==> config.mk <==
export PLATFORM = sky130hd
export DESIGN_NAME = mtr_drv_n
export DESIGN_NICKNAME = d
export VERILOG_FILES = /design/src/rtl/mtr_drv_n.sv
export SDC_FILE = /design/constraint.sdc
export NUM_CORES = 1
export LEC_CHECK = 0
export CORE_ASPECT_RATIO = 1.4
export CORE_MARGIN = 2
export CORE_UTILIZATION = 40
export DETAILED_ROUTE_END_ITERATION = 10
export DONT_BUFFER_PORTS = 1
export GPL_ROUTABILITY_DRIVEN = 0
export HOLD_SLACK_MARGIN = 0.06
export MAX_ROUTING_LAYER = met4
export SLEW_MARGIN = 30
export SYNTH_ARGS = -nofsm -noshare
export SYNTH_HDL_FRONTEND = slang
export SYNTH_SLANG_ARGS = --single-unit
==> constraint.sdc <==
create_clock -name clk -period 2.4 [get_ports clk]
set_clock_uncertainty 0.15 [all_clocks]
set_input_delay 0.48 -clock clk [delete_from_list [all_inputs] [get_ports clk]]
set_output_delay 0.48 -clock clk [all_outputs]
set_load 0.01 [all_outputs]
==> src/rtl/mtr_drv_n.sv <==
// Multi-channel H-bridge PWM driver: shared period counter, per-channel
// duty/direction with dead-time on reversal. Optional slew limit: MTR_SLEW_LIM_EN.

module mtr_drv_ch #(
    parameter int W         = 11,
    parameter int DEAD_CYC  = 32,
    parameter int SLEW_STEP = 64
) (
    input  logic         clk,
    input  logic         rst_n,
    input  logic         en,
    input  logic [W-1:0] cnt,
    input  logic         bnd,
    input  logic [W-1:0] spd,
    input  logic         rev,
    output logic         pwm_f,
    output logic         pwm_r
);
    typedef enum logic {DRV = 1'b0, DEAD = 1'b1} state_t;

    localparam logic [W-1:0] DEAD_LD = W'(DEAD_CYC);
    localparam logic [W-1:0] ONE     = W'(1);

    state_t       state;
    logic [W-1:0] duty_q;
    logic [W-1:0] duty_nxt;
    logic [W-1:0] dead_cnt;
    logic         dir_q;
    logic         dir_pend;
    logic         raw;

    assign raw = (cnt < duty_q);

`ifdef MTR_SLEW_LIM_EN
    localparam logic [W-1:0] STEP = W'(SLEW_STEP);
    always_comb begin
        duty_nxt = spd;
        if (spd > duty_q) begin
            if ((spd - duty_q) > STEP) duty_nxt = duty_q + STEP;
        end else if ((duty_q - spd) > STEP) begin
            duty_nxt = duty_q - STEP;
        end
    end
`else
    assign duty_nxt = spd;
`endif

    always_ff @(posedge clk or negedge rst_n) begin
        if (!rst_n) begin
            state    <= DRV;
            duty_q   <= '0;
            dead_cnt <= '0;
            dir_q    <= 1'b0;
            dir_pend <= 1'b0;
            pwm_f    <= 1'b0;
            pwm_r    <= 1'b0;
        end else begin
            pwm_f <= raw & ~dir_q & en & (state == DRV);
            pwm_r <= raw &  dir_q & en & (state == DRV);
            case (state)
                DRV: begin
                    if (bnd) begin
                        duty_q <= duty_nxt;
                        if (rev != dir_q) begin
                            state    <= DEAD;
                            dead_cnt <= DEAD_LD;
                            dir_pend <= rev;
`ifdef MTR_SLEW_LIM_EN
                            // new direction ramps up from standstill
                            duty_q   <= '0;
`endif
                        end
                    end
                end
                DEAD: begin
                    // direction requests are ignored while dead time runs
                    if (bnd) duty_q <= duty_nxt;
                    if (dead_cnt <= ONE) begin
                        dead_cnt <= '0;
                        dir_q    <= dir_pend;
                        state    <= DRV;
                    end else begin
                        dead_cnt <= dead_cnt - ONE;
                    end
                end
                default: state <= DRV;
            endcase
        end
    end
endmodule

module mtr_drv_n #(
    parameter int NUM_CH    = 2,
    parameter int W         = 11,
    parameter int DEAD_CYC  = 32,
    parameter int SLEW_STEP = 64
) (
    input  logic                clk,
    input  logic                rst_n,
    input  logic                en,
    input  logic [NUM_CH*W-1:0] spd,
    input  logic [NUM_CH-1:0]   rev,
    output logic [NUM_CH-1:0]   PWM_frwrd,
    output logic [NUM_CH-1:0]   PWM_rev,
    output logic                prd_strt
);
    localparam logic [W-1:0] CNT_MAX = '1;
    localparam logic [W-1:0] ONE     = W'(1);

    logic [W-1:0] cnt;
    logic         bnd;

    assign bnd = (cnt == CNT_MAX);

    // prd_strt is registered so it is high exactly while cnt == 0
    always_ff @(posedge clk or negedge rst_n) begin
        if (!rst_n) begin
            cnt      <= '0;
            prd_strt <= 1'b0;
        end else begin
            cnt      <= cnt + ONE;
            prd_strt <= bnd;
        end
    end

    for (genvar i = 0; i < NUM_CH; i++) begin : g_ch
        mtr_drv_ch #(
            .W         (W),
            .DEAD_CYC  (DEAD_CYC),
            .SLEW_STEP (SLEW_STEP)
        ) u_ch (
            .clk   (clk),
            .rst_n (rst_n),
            .en    (en),
            .cnt   (cnt),
            .bnd   (bnd),
            .spd   (spd[i*W +: W]),
            .rev   (rev[i]),
            .pwm_f (PWM_frwrd[i]),
            .pwm_r (PWM_rev[i])
        );
    end
endmodule
==> results of run 1 <==
synth_stat cells, types with 5 or more instances:
cell type,number
ha_1,25
and4_1,5
o21ai_0,34
xnor2_1,8
nor2_1,11
or3_1,7
dfrtp_1,66
a21o_1,6
a21oi_1,19
nand2_1,38
nand3_1,13
nor3_1,7
inv_1,35
clkbuf_1,7
sequential cells by signal, indices dropped and copies added, names as in the netlist:
register / cells
cnt: 11
g_ch.u_ch.pwm_r: 2
g_ch.u_ch.dir_q: 2
g_ch.u_ch.pwm_f: 2
g_ch.u_ch.dead_cnt: 22
prd_strt: 1
g_ch.u_ch.dir_pend: 2
g_ch.u_ch.state: 2
g_ch.u_ch.duty_q: 22
area by class of cell:
cell class | instances | area, sq um | area share [%]
clock inverters | 3 | 40.04 | 1.008
repair buffers | 17 | 150.1 | 3.781
multi-input cells | 239 | 1617 | 40.71
inverters | 36 | 135.1 | 3.403
clock buffers | 12 | 246.5 | 6.207
well taps | 105 | 131.4 | 3.308
flip-flops and latches | 66 | 1652 | 41.59
metal layers:
metal	routed length, um	track usage, %
met5	0	-
met4	159	7.760
met3	298	4.903
met2	3791	30.22
met1	2961	18.02
final timing paths:
kind                                                            from                                    end  slack [ns]  cells after the start
max in group asynchronous                                      rst_n  g_ch[1].u_ch.dead_cnt[10]$_DFFE_PN0P_        1.29                      2
worst min-delay path                                         spd[10]    g_ch[0].u_ch.duty_q[10]$_DFFE_PN0P_        0.11                      2
worst min register to register    g_ch[0].u_ch.duty_q[0]$_DFFE_PN0P_     g_ch[0].u_ch.duty_q[0]$_DFFE_PN0P_        0.33                      2
min in group asynchronous                                      rst_n                     prd_strt$_DFF_PN0_        0.53                      2
worst max-delay path            g_ch[1].u_ch.dead_cnt[8]$_DFFE_PN0P_         g_ch[1].u_ch.dir_q$_DFFE_PN0P_        0.10                      4
worst max register to register  g_ch[1].u_ch.dead_cnt[8]$_DFFE_PN0P_         g_ch[1].u_ch.dir_q$_DFFE_PN0P_        0.10                      4
where the power goes:
group | leakage [nW] | internal (W) | switching, W | total [W]
logic | 1.04 | 0.00000801 | 0.0000234 | 0.0000314
registers | 0.710 | 0.00112 | 0.00000149 | 0.00112
clock network | 0.142 | 0.000823 | 0.000459 | 0.00128
through the flow:
| step | instance area (sq um) | cells | worst slack, ns | hold slack, ns | power (W) |
|---|---|---|---|---|---|
| detailed placement | 3647 | 461 | 0.1085 | 0.03602 | 0.001141 |
| global placement | 3647 | 461 | 0.1469 | 0.03645 | 0.001141 |
| global route | 3971 | 478 | 0.008672 | 0.1114 | 0.002513 |
| finish | 3971 | 478 | 0.1002 | 0.1149 | 0.002430 |
| floorplan | 3483 | 356 | 0.1835 | 0.03441 | 0.001142 |
| CTS | 3971 | 478 | 0.09748 | 0.1087 | 0.002456 |
layout by cell type, fill, tap and decap left out, types with 3 or more instances in the layout:
master and n:
xnor2_1 8, dfrtp_1 66, nand3_1 13, o21a_1 3, o31ai_1 4, and4_1 5
nand2_1 38, nand2b_1 4, o2bb2ai_1 4, xor2_1 4, o2111ai_1 4, or3_1 7
a21oi_1 19, nor2_1 11, nand4_1 4, buf_4 15, nor3_1 7, clkbuf_16 9
a31oi_1 3, or4_1 4, inv_1 35, ha_1 25, a21o_1 6, o21ai_0 34
worst max-delay path, cell delays in order, from the launching register on:
cell	delay (ns)
dfrtp_1	0.41
or4_1	0.62
or4_4	0.56
nor2_4	0.12
mux2_1	0.33
kinds of logic (layout without fill, tap and decap cells):
| logic type | after synthesis | in the layout | share of synthesized area, % |
|---|---|---|---|
| xor+xnor | 12 | 12 | 3.017 |
| buf+inv | 51 | 68 | 6.178 |
| fa+ha+maj | 25 | 25 | 8.980 |
| mux | 3 | 3 | 0.8980 |
| simple gates | 106 | 106 | 15.91 |
| compound gates | 93 | 93 | 17.60 |
| flops | 66 | 66 | 47.41 |
==> impl_metrics.csv, run 1 <==
group,metric,value,unit
clock_tree,cts_tree,"done",
pwr,power.density,612.0,nW/um^2
pwr,leakagePower,1.888,nW
global_route,antenna_found_initial,0,
cells_and_area,nets,421,
clock_tree,cts_htree_levels,3,
floorplan,start_util,40.94,%
timing,fin_setup_tns,0,ns
logic_synthesis,syn_area,3483,sq um
route,wl_per_cell,15.08,um
logic_synthesis,synth_edf_count,0,
logic_synthesis,synthTopCellsByArea,"dfrtp_1, ha_1, o21ai_0",
cells_and_area,num-fill-cells,821,
timing,hold_violations,0,
floorplan,fp-row-count,40,
critical_path,critPathKind,"register to register",
timing,finalCritPeriodShare,95.82,%
critical_path,arrival,2.36,ns
job,cap_violations,0,
route,drtIter0Drc,114,
timing,fmax,0.4348,GHz
logic_synthesis,netlist_instances,356,
logic_synthesis,ys_warn_count,0,
floorplan,fp.dieW,82.87,um
cells_and_area,final_core_utilization,46.68,%
critical_path,critPathMaxFanout,5,
timing,tightest_slew,0.5315,ns
placed_design,numPortBuffers,0,
floorplan,die_area,9482,sq um
timing,layout_min_cycle_time,2.300,ns
timing,final-setup-viol-count,0,
floorplan,ioPinCount,32,
clock_tree,cts_setup_buffers,0,
logic_synthesis,netlist.area_leader.share,47.41,%
floorplan,die_h,114.4,um
timing,rsz0062_at_grt,"false",
cells_and_area,area_growth,14.01,%
timing,drv_slew,0,
logic_synthesis,ys_seq_area_share,47.41,%
critical_path,crit_required,2.46,ns
worst_hold_path,hold_path_class,"input pin to register",
clock_tree,cts_made_buffers,9,
route,routed_wl,7.210,mm
route,drt_pass1_iterations,4,
clock_tree,cts_resized,0,
outcome,outcome,"complete, no violations",
pwr,peakVddDrop,0.4088,mV
route,drc,0,
global_route,grt_pass1_vias,2710,
floorplan,core-area,8508,sq um
route,drtAntennaViolNets,0,
global_route,grt_overflow,0,
clock_tree,insertion_delay,0.33,ns
logic_synthesis,synth_top_cell_by_area,"dfrtp_1",
clock_tree,holdBufCountCts,2,
global_route,grt_first_pass_wirelength,12.60,mm
logic_synthesis,syn_nets,408,
critical_path,cp-start-kind,"register",
route,vias,2622,
clock_tree,clock_sinks,66,
cells_and_area,drive_gt1_share,9.651,%
route,via_per_inst,5.485,
cells_and_area,diodes,0,
timing,relSlewSlack,64.10,%
logic_synthesis,synthArstFlopShare,100.0,%
clock_tree,clockBufferDepth,2,
clock_tree,cts-root-buf,"clkbuf_16",
clock_tree,path_clk_slew,0.05,ns
placed_design,hpwl,5.192,mm
global_route,grt_usage,17.24,%
logic_synthesis,synthDistinctLibCells,50,
logic_synthesis,syn_area_per_cell,9.785,sq um
global_route,grt_max_degree,67,
logic_synthesis,ys_ff_latch,66,
critical_path,cp-end-kind,"register",
logic_synthesis,synthFlopType,"dfrtp_1",
Note: power is estimated with default switching activity, not from simulation.
==> run 2: changes to the inputs <==
- CORE_ASPECT_RATIO: 1.4 -> 0.7
==> run 2 against run 1 <==
Setup slack improved by 0.024 ns. Worst hold slack got worse by 0.0015 ns. Cell count rose by 1.9%. Wire length fell by 1.7%. Critical path type unchanged. Non-clock buffer count is 3 lower. Critical endpoint unchanged. Critical path depth stayed put. Combinational power is 1% higher.
==> impl_metrics.csv, run 2 (same netlist as run 1, synthesis figures left out) <==
group,metric,value,unit
global_route,grt_overflow,0,
floorplan,start_util,41.26,%
cells_and_area,reg_top3,"g_ch.u_ch.dead_cnt: 22 flops, g_ch.u_ch.duty_q: 22 flops, cnt: 11 flops",
pwr,power_frac_seq,47.8,%
route,drt_pass1_iterations,4,
global_route,grt_first_pass_wirelength,12.08,mm
critical_path,crit_chain,"or4_1 > or4_4 > nor2_4 > mux2_1",
critical_path,critPathKind,"register to register",
floorplan,die_area,9483,sq um
timing,drv_slew,0,
timing,fin_setup_tns,0,ns
clock_tree,clock_sinks,66,
worst_hold_path,hold_path_class,"input pin to register",
floorplan,fp-row-count,28,
critical_path,crit_family,"simple AND/OR/NAND/NOR gates",
clock_tree,cts-root-buf,"clkbuf_16",
pwr,leakagePower,1.867,nW
critical_path,arrival,2.34,ns
critical_path,cp-start-kind,"register",
cells_and_area,final_cell_mix,"dfrtp_1, nand2_1, inv_1, o21ai_0, ha_1",
clock_tree,cts_made_buffers,9,
timing,tightest_slew,0.4215,ns
clock_tree,clockBufferDepth,2,
global_route,grt_usage,17.48,%
global_route,grt_max_degree,67,
floorplan,core-area,8443,sq um
placed_design,numPortBuffers,0,
timing,timing.hold.ws,0.1135,ns
route,drtAntennaViolNets,0,
job,cap_violations,0,
pwr,swShare,19.45,%
critical_path,crit_slowest_cell,"or4_1",
timing,relSlewSlack,71.80,%
clock_tree,path_clk_slew,0.05,ns
floorplan,ioPinCount,32,
clock_tree,holdBufCountCts,2,
clock_tree,cts_htree_levels,3,
critical_path,crit_required,2.46,ns
route,vias,2554,
pwr,power.switching,0.0004547,W
cells_and_area,num-fill-cells,796,
pwr,power.density,590.3,nW/um^2
cells_and_area,final_common_cell,"dfrtp_1",
pwr,p_int,0.001883,W
clock_tree,cts_tree,"done",
timing,hold_violations,0,
route,drc,0,
pwr,peakVddDrop,0.5422,mV
pwr,p_comb_share,1.4,%
cells_and_area,diodes,0,
cells_and_area,stdcell_area,3960,sq um
critical_path,r2r_slack,0.12,ns
placed_design,place_area,3656,sq um
critical_path,critPathMaxFanout,5,
timing,finalCritPeriodShare,94.84,%
critical_path,slowest_delay,0.61,ns
pwr,power.share.clock,50.8,%
clock_tree,cts_resized,0,
placed_design,hpwl,5.128,mm
route,drtIter0Drc,112,
critical_path,cp-end-kind,"register",
cells_and_area,drive_gt1_share,8.719,%
floorplan,die_h,82.08,um
route,routed_wl,7.090,mm
route,wl_per_cell,14.56,um
timing,final-setup-viol-count,0,
cells_and_area,area_growth,13.69,%
timing,rsz0062_at_grt,"false",
floorplan,fp.dieW,115.5,um
cells_and_area,nets,418,
global_route,grt_pass1_vias,2377,
route,via_per_inst,5.244,
outcome,outcome,"complete, no violations",
clock_tree,insertion_delay,0.33,ns
timing,fmax,0.4394,GHz
clock_tree,cts_setup_buffers,0,
critical_path,critical_path_buf_inv_count,0,
global_route,antenna_found_initial,0,
timing,layout_min_cycle_time,2.276,ns
[run 2: changes by cell type in the layout (fill, tap and decap cells not counted)]
cell | before | now
clkbuf_1 | 2 | 0
buf_4 | 15 | 11
bufinv_16 | 1 | 0
clkinv_2 | 2 | 0
buf_12 | 0 | 1
clkbuf_8 | 1 | 3
[run 2: final timing paths]
kind,start,to,cells after the start
hold / removal,spd[11],g_ch[1].u_ch.duty_q[0]$_DFFE_PN0P_,2
hold reg to reg,g_ch[1].u_ch.duty_q[0]$_DFFE_PN0P_,g_ch[1].u_ch.duty_q[0]$_DFFE_PN0P_,2
setup / recovery,g_ch[1].u_ch.dead_cnt[8]$_DFFE_PN0P_,g_ch[1].u_ch.dir_q$_DFFE_PN0P_,4
setup reg to reg,g_ch[1].u_ch.dead_cnt[8]$_DFFE_PN0P_,g_ch[1].u_ch.dir_q$_DFFE_PN0P_,4
min in group asynchronous,rst_n,g_ch[0].u_ch.duty_q[6]$_DFFE_PN0P_,2
max in group asynchronous,rst_n,g_ch[1].u_ch.dead_cnt[9]$_DFFE_PN0P_,2
[run 2: worst reg2reg max path, delay by kind of cell, from the launching register on]
family        cells  cell delay, ns
simple gates      3            1.27
mux               1            0.33
flops             1            0.41
[run 2: through the flow]
step	total power [W]	std cells	setup slack [ns]	utilization (%)
3_5_place_dp	0.001141	473	0.1346	43.30
5_1_grt	0.002417	487	0.07233	46.90
3_3_place_gp	0.001141	473	0.1492	43.30
4_1_cts	0.002370	487	0.1187	46.90
6_report	0.002338	487	0.1239	46.90
2_1_floorplan	0.001142	356	0.1835	-
[run 2: area by class of cell]
type | instances | area (sq um) | area share [%]
sequential | 66 | 1652 | 41.71
multi-input combinational | 239 | 1617 | 40.82
clock buffer | 12 | 266.5 | 6.730
tap | 120 | 150.1 | 3.791
timing repair buffer | 14 | 140.1 | 3.539
inverter | 36 | 135.1 | 3.412
[run 2: power groups by stage]
stage	clock network (W)	registers, W	logic, W
floorplan	0	0.00114	0.00000673
global placement	0	0.00114	0.00000434
detailed placement	0	0.00114	0.00000449
CTS	0.00122	0.00112	0.0000343
global route	0.00126	0.00112	0.0000381
finish	0.00119	0.00112	0.0000318
[run 2: layer usage]
layer  track usage (%)  routed length [um]
met2             22.22                2693
met3             6.052                 403
met5                 -                   0
met4             5.422                  94
met1             25.57                3899
